**src/rtl/int_arb_pkg.sv**
```systemverilog
// Shared types and defaults for the interrupt arbiter.
package int_arb_pkg;

  typedef enum logic [1:0] {
    IDLE     = 2'd0,
    PEND     = 2'd1,
    ACK      = 2'd2,
    WAIT_CLR = 2'd3
  } state_t;

  localparam logic [31:0] DEFAULT_VEC_BASE    = 32'h0000_0010;
  localparam int          DEFAULT_CLR_TIMEOUT = 16;

endpackage

```
**src/rtl/int_arb_prio_pick.sv**
```systemverilog
// Combinational priority picker: first set bit of eligible, searching upward
// from start and wrapping at NUM_SRC.
module int_arb_prio_pick #(
  parameter int NUM_SRC = 4,
  parameter int IW      = $clog2(NUM_SRC)
) (
  input  logic [NUM_SRC-1:0] eligible,
  input  logic [IW-1:0]      start,
  output logic               found,
  output logic [IW-1:0]      index
);

  int j;

  always_comb begin
    found = 1'b0;
    index = '0;
    j     = 0;
    for (int i = 0; i < NUM_SRC; i++) begin
      j = int'(start) + i;
      if (j >= NUM_SRC) j = j - NUM_SRC;
      if (!found && eligible[j]) begin
        found = 1'b1;
        index = IW'(j);
      end
    end
  end

endmodule

```
**src/rtl/interrupt_arbiter.sv**
```systemverilog
// Interrupt arbiter: masks and prioritises level irqs, handshakes with the core.
// Define INT_ARB_ROUND_ROBIN_EN for rotating priority; default is fixed (lowest index).
module interrupt_arbiter
  import int_arb_pkg::*;
#(
  parameter int          NUM_SRC     = 4,
  parameter logic [31:0] VEC_BASE    = DEFAULT_VEC_BASE,
  parameter int          CLR_TIMEOUT = DEFAULT_CLR_TIMEOUT
) (
  input  logic               clk,
  input  logic               rst,
  input  logic [NUM_SRC-1:0] irq,
  input  logic               ie,
  input  logic               int_ack,
  input  logic               mask_wr,
  input  logic [NUM_SRC-1:0] mask_din,
  output logic               int_req,
  output logic [NUM_SRC-1:0] ack_out,
  output logic               vec_valid,
  output logic [31:0]        vec,
  output logic [NUM_SRC-1:0] mask_q,
  output logic               err
);

  localparam int IW = $clog2(NUM_SRC);
  localparam int TW = $clog2(CLR_TIMEOUT + 1);

  state_t             state, state_n;
  logic [IW-1:0]      winner, winner_n;
  logic [IW-1:0]      rr_ptr, rr_ptr_n;
  logic [TW-1:0]      timer, timer_n;
  logic               int_req_n, vec_valid_n, err_n;
  logic [NUM_SRC-1:0] ack_out_n;
  logic [31:0]        vec_n;
  logic [NUM_SRC-1:0] eligible;
  logic               pick_found;
  logic [IW-1:0]      pick_index;

  assign eligible = irq & mask_q;

  // Without rotation rr_ptr never leaves 0, so the picker is plain fixed priority.
  int_arb_prio_pick #(
    .NUM_SRC (NUM_SRC),
    .IW      (IW)
  ) u_pick (
    .eligible (eligible),
    .start    (rr_ptr),
    .found    (pick_found),
    .index    (pick_index)
  );

  always_ff @(posedge clk) begin
    if (rst) begin
      state     <= IDLE;
      winner    <= '0;
      rr_ptr    <= '0;
      timer     <= '0;
      int_req   <= 1'b0;
      ack_out   <= '0;
      vec_valid <= 1'b0;
      vec       <= '0;
      err       <= 1'b0;
      mask_q    <= '1;
    end else begin
      state     <= state_n;
      winner    <= winner_n;
      rr_ptr    <= rr_ptr_n;
      timer     <= timer_n;
      int_req   <= int_req_n;
      ack_out   <= ack_out_n;
      vec_valid <= vec_valid_n;
      vec       <= vec_n;
      err       <= err_n;
      if (mask_wr) mask_q <= mask_din;
    end
  end

  always_comb begin
    state_n     = state;
    winner_n    = winner;
    rr_ptr_n    = rr_ptr;
    timer_n     = timer;
    int_req_n   = int_req;
    ack_out_n   = ack_out;
    vec_valid_n = vec_valid;
    vec_n       = vec;
    err_n       = err;

    unique case (state)
      IDLE: begin
        if (ie && pick_found) begin
          winner_n  = pick_index;
          int_req_n = 1'b1;
          state_n   = PEND;
        end
      end
      // An acknowledge already on its way beats a withdrawn or masked request.
      PEND: begin
        if (int_ack) begin
          int_req_n   = 1'b0;
          ack_out_n   = {{(NUM_SRC-1){1'b0}}, 1'b1} << winner;
          vec_valid_n = 1'b1;
          vec_n       = VEC_BASE + 32'(winner);
          state_n     = ACK;
`ifdef INT_ARB_ROUND_ROBIN_EN
          rr_ptr_n    = (winner == IW'(NUM_SRC - 1)) ? '0 : winner + IW'(1);
`endif
        end else if (!ie || !eligible[winner]) begin
          int_req_n = 1'b0;
          state_n   = IDLE;
        end
      end
      ACK: begin
        if (!int_ack) begin
          ack_out_n   = '0;
          vec_valid_n = 1'b0;
          vec_n       = '0;
          timer_n     = '0;
          state_n     = WAIT_CLR;
        end
      end
      WAIT_CLR: begin
        if (!irq[winner]) begin
          state_n = IDLE;
        end else if (timer == TW'(CLR_TIMEOUT - 1)) begin
          err_n   = 1'b1;
          state_n = IDLE;
        end else begin
          timer_n = timer + TW'(1);
        end
      end
      default: state_n = IDLE;
    endcase
  end

endmodule

```
**config.mk**
```make
export PLATFORM = sky130hd
export DESIGN_NAME = interrupt_arbiter
export DESIGN_NICKNAME = d
export VERILOG_FILES = /design/src/rtl/int_arb_pkg.sv /design/src/rtl/int_arb_prio_pick.sv /design/src/rtl/interrupt_arbiter.sv
export SDC_FILE = /design/constraint.sdc
export NUM_CORES = 1
export LEC_CHECK = 0
export ABC_AREA = 1
export CAP_MARGIN = 5
export CORE_UTILIZATION = 41
export CTS_CLUSTER_DIAMETER = 100
export DETAILED_ROUTE_END_ITERATION = 7
export GPL_ROUTABILITY_DRIVEN = 0
export HOLD_SLACK_MARGIN = 0.05
export PLACE_DENSITY = 0.77
export SLEW_MARGIN = 40
export SYNTH_ARGS = -nofsm -noshare
export SYNTH_HDL_FRONTEND = slang
export SYNTH_SLANG_ARGS = --single-unit
```
**constraint.sdc**
```tcl
create_clock -name clk -period 1.6 [get_ports clk]
set_input_delay 0.16 -clock clk [delete_from_list [all_inputs] [get_ports clk]]
set_output_delay 0.16 -clock clk [all_outputs]
set_load 0.02 [all_outputs]
```
==> impl_results.md, run 1 <==
* Outcome: complete, but fails checks
* Failing checks: design-rule violations
* CP Data Required Time at approximately 1800 ps
* Die ar. at around 3300 µm²
* Synthesized instance count at roughly 180
* GR Overflow Total at 0
* Initial antenna violation count at 0
* Sequential Area at around 440 µm²
* RR Startpoint: timer[0]$_SDFFE_PP0P_
* Mean Syn Cell Area at just under 7 µm²
* Clk Latency, worst-skew pair at ~300 ps
* Die H at 57.7 µm
* Max-cap violations at 0
* Layout cell share with drive strength beyond 1 at between 10% and 20%
* Post-route ant nets at 0
* Asr flop ratio synth at 0%
* Clock Power Share at 22.1%
* Worst reg2reg path endpoint: timer[2]$_SDFFE_PP0P_
* Final period util at 93.1%
* DP Worst Slack at between 10 and 15 ps
* WHS Path Cells at 3
* CP Cell Sequence: ha_4, nand2_2, nor2_2, ha_2, o21ai_2, nand2_2, buf_4, o21ai_1, nor2_1
* Flops & latches, synth at 22
* Synthesis warning total at 0
* Number of global-route vias before repair at around 900
* Max FO, Critical Path at 5
* Switch share at 34.4%
* Leak at 0.000712 µW
* Synth unique cells at 24
* Hold EP: mask_q[3]$_SDFFE_PP1P_
* Critical path endpoint category: flip-flop
* Top area cells in the synthesized netlist: dfxtp_1 (35%), buf_4 (18%), nand2_1 (14%), nand3_1 (6.3%), a21oi_1 (5.1%)
* Core Footprint at 2850 µm²
* Sequential Power Share at 47.6%
* Fill cell count at about 290
* CTS clock-pin slew for the worst setup and hold paths at about 110 ps
* IO Pins at 56
* Initial core utilization at around 45%
* Final hold slack at ~410 ps
* Area grow syn2layout at 21.6%
* Fin nets at about 230
* Final setup viols at 0
* Internal power at just under 900 µW
* VDD IR-drop max at around 0.62 mV
* Power consumption at between 1000 and 1500 µW
* Bufs and invs on worst path at 1
* Mapped cell area at ~1300 µm²
* GR Util All Layers at between 10 and 15%
* Number of flops mapped to enable cells by yosys at 0
* CP Launch Type: flip-flop
* Total net switching power at ~470 µW
* Most numerous cell in the Yosys netlist: nand2_1
* Post-synth top area cell: dfxtp_1
* FF-to-FF setup slack at ~110 ps
* Post-layout min period at between 1000 and 1500 ps
* Largest net degree at the start of global routing at 13
* Num rows at 19
* CP max stage cell: dfxtp_2
* Post-synth top area share at between 30 and 40%
* Arrival time worst endpoint at approximately 1700 ps
* TritonCTS clock tree: yes
* Hold WC Path Type: input pin to flip-flop
* Setup Skew at around 1.9 ps
* Crit Path Category: flip-flop to flip-flop
* Vias at roughly 1100
* First-pass GRT wire length at around 3800 µm
* Final Core Density at between 50 and 60%
* DPL Wire Length at between 1500 and 2000 µm
* Sequential share of the synthesized area at between 30% and 40%
* CTS Buf Count at 3
* Post-route cell area at between 1500 and 2000 µm²
* Comb pwr share at between 30 and 40%
* ANT cells at 0
* Worst reg2reg path depth at 9
* Multi-input gate area at 651 µm²
* Max incr delay on CP at around 360 ps
* Hold_sp: mask_din[3]
* Final WL at approximately 2400 µm
* Max-slew violations at 0
* CP most frequent cell: nand2_2
* Wirelength per Cell at around 9.6 µm
* Kind of cell adding the most delay to the critical path: flip-flops
* Pwr Density at around 880 nW/µm²
* Vias per cell at about 4.5
* Root Driver: clkbuf_4
* Fmax at between 600 and 700 MHz
* Clock buffer depth at 2
* DRC viols at 3
* H-tree Lvls at 1
* CTS sink count at 22
* Post-synth top cells: nand2_1 (46), buf_4 (31), dfxtp_1 (22)
* Placed Area at about 1500 µm²
* Commonest register cell after synthesis: dfxtp_1
* DRT iter0 DRCs at 33
* Drt first pass iters at 6
* I/O Buffers at 26
* Final worst-path setup slack at between 100 and 150 ps
* Fin. Hold Viols at 0
* Die Span X at 57.7 µm
==> per-layer routing <==
layer	vias to the layer above	wire [µm]	track usage (%)
li1	592	-	-
met1	467	1090	20.7
met3	6	165	4.91
met5	-	0	0
met4	0	34	3.74
met2	49	1080	21.8
==> placed cells by master, fill, tap and decap left out, drive strengths merged, types with 2 or more instances in the layout <==
| cell | count |
|---|---|
| a21oi | 13 |
| inv | 17 |
| o21ai | 7 |
| clkdlybuf4s50 | 26 |
| nand3 | 16 |
| ha | 2 |
| nor2 | 17 |
| conb | 29 |
| dfxtp | 22 |
| clkbuf | 4 |
| buf | 7 |
| nand2 | 47 |
==> flip-flops by register name (all words and copies together), names as in the netlist, named ones only <==
register,count
state,1
winner,2
int_req,1
err,1
ack_out,4
timer,5
mask_q,4
vec,3
==> power by group through the flow <==
stage / logic (µW) / registers, µW / clock network [µW]
after floorplan: 321 / 661 / 0
after global placement: 390 / 652 / 0
after detailed placement: 391 / 653 / 0
after CTS: 392 / 641 / 314
after global routing: 456 / 654 / 328
final: 411 / 646 / 299
==> repair_timing <==
item,in CTS,in global routing
setup buffers,0,3
gates resized for setup,1,10
setup endpoints to repair,1,7
endpoints found under the hold margin,0,0
pin swaps,0,5
hold buffers,0,0
==> through the flow <==
step                TNS [ps]  instances
CTS                        0        243
finish                     0        246
global placement           0        239
global route           -1.89        246
detailed placement         0        239
floorplan                  0        212
==> cells by family after synthesis <==
logic type / after synthesis / share of synthesized area, %
compound gates: 25 / 11.1
flops: 22 / 34.6
xor+xnor: 1 / 0.689
buf+inv: 51 / 24.9
fa+ha+maj: 2 / 1.97
other cells: 1 / 0.295
simple gates: 82 / 26.4
==> how the worst max path moves through the flow <==
stage                                start                    end  cells past startpoint
floorplan            timer[0]$_SDFFE_PP0P_  timer[3]$_SDFFE_PP0P_                      9
global placement     timer[0]$_SDFFE_PP0P_  timer[3]$_SDFFE_PP0P_                      9
detailed placement   timer[0]$_SDFFE_PP0P_  timer[3]$_SDFFE_PP0P_                      9
CTS                  timer[0]$_SDFFE_PP0P_  timer[2]$_SDFFE_PP0P_                     11
global route        winner[0]$_SDFFE_PP0P_  timer[2]$_SDFFE_PP0P_                     11
finish               timer[0]$_SDFFE_PP0P_  timer[2]$_SDFFE_PP0P_                      9
==> worst register-to-register path, cell delays in order, from the launching register on <==
cell,delay (ps)
dfxtp_2,360
ha_4,160
nand2_2,70
nor2_2,40
ha_2,200
o21ai_2,130
nand2_2,110
buf_4,160
o21ai_1,110
nor2_1,60
==> final cells by class <==
type                    instances  share of cell area (%)
inverters                      17                    4.13
multi-input cells             139                    42.1
well taps                      31                    2.51
clock buffers                   4                    2.35
flip-flops and latches         22                    28.7
repair buffers                 33                    20.2
No activity file was read; power rests on OpenSTA's default activity.
==> run 2, diff against run 1 <==
GPL_TIMING_DRIVEN = 1   (was default)
==> results of run 2 <==
Same layout as run 1: the final DEF is identical, and so are final timing and power.
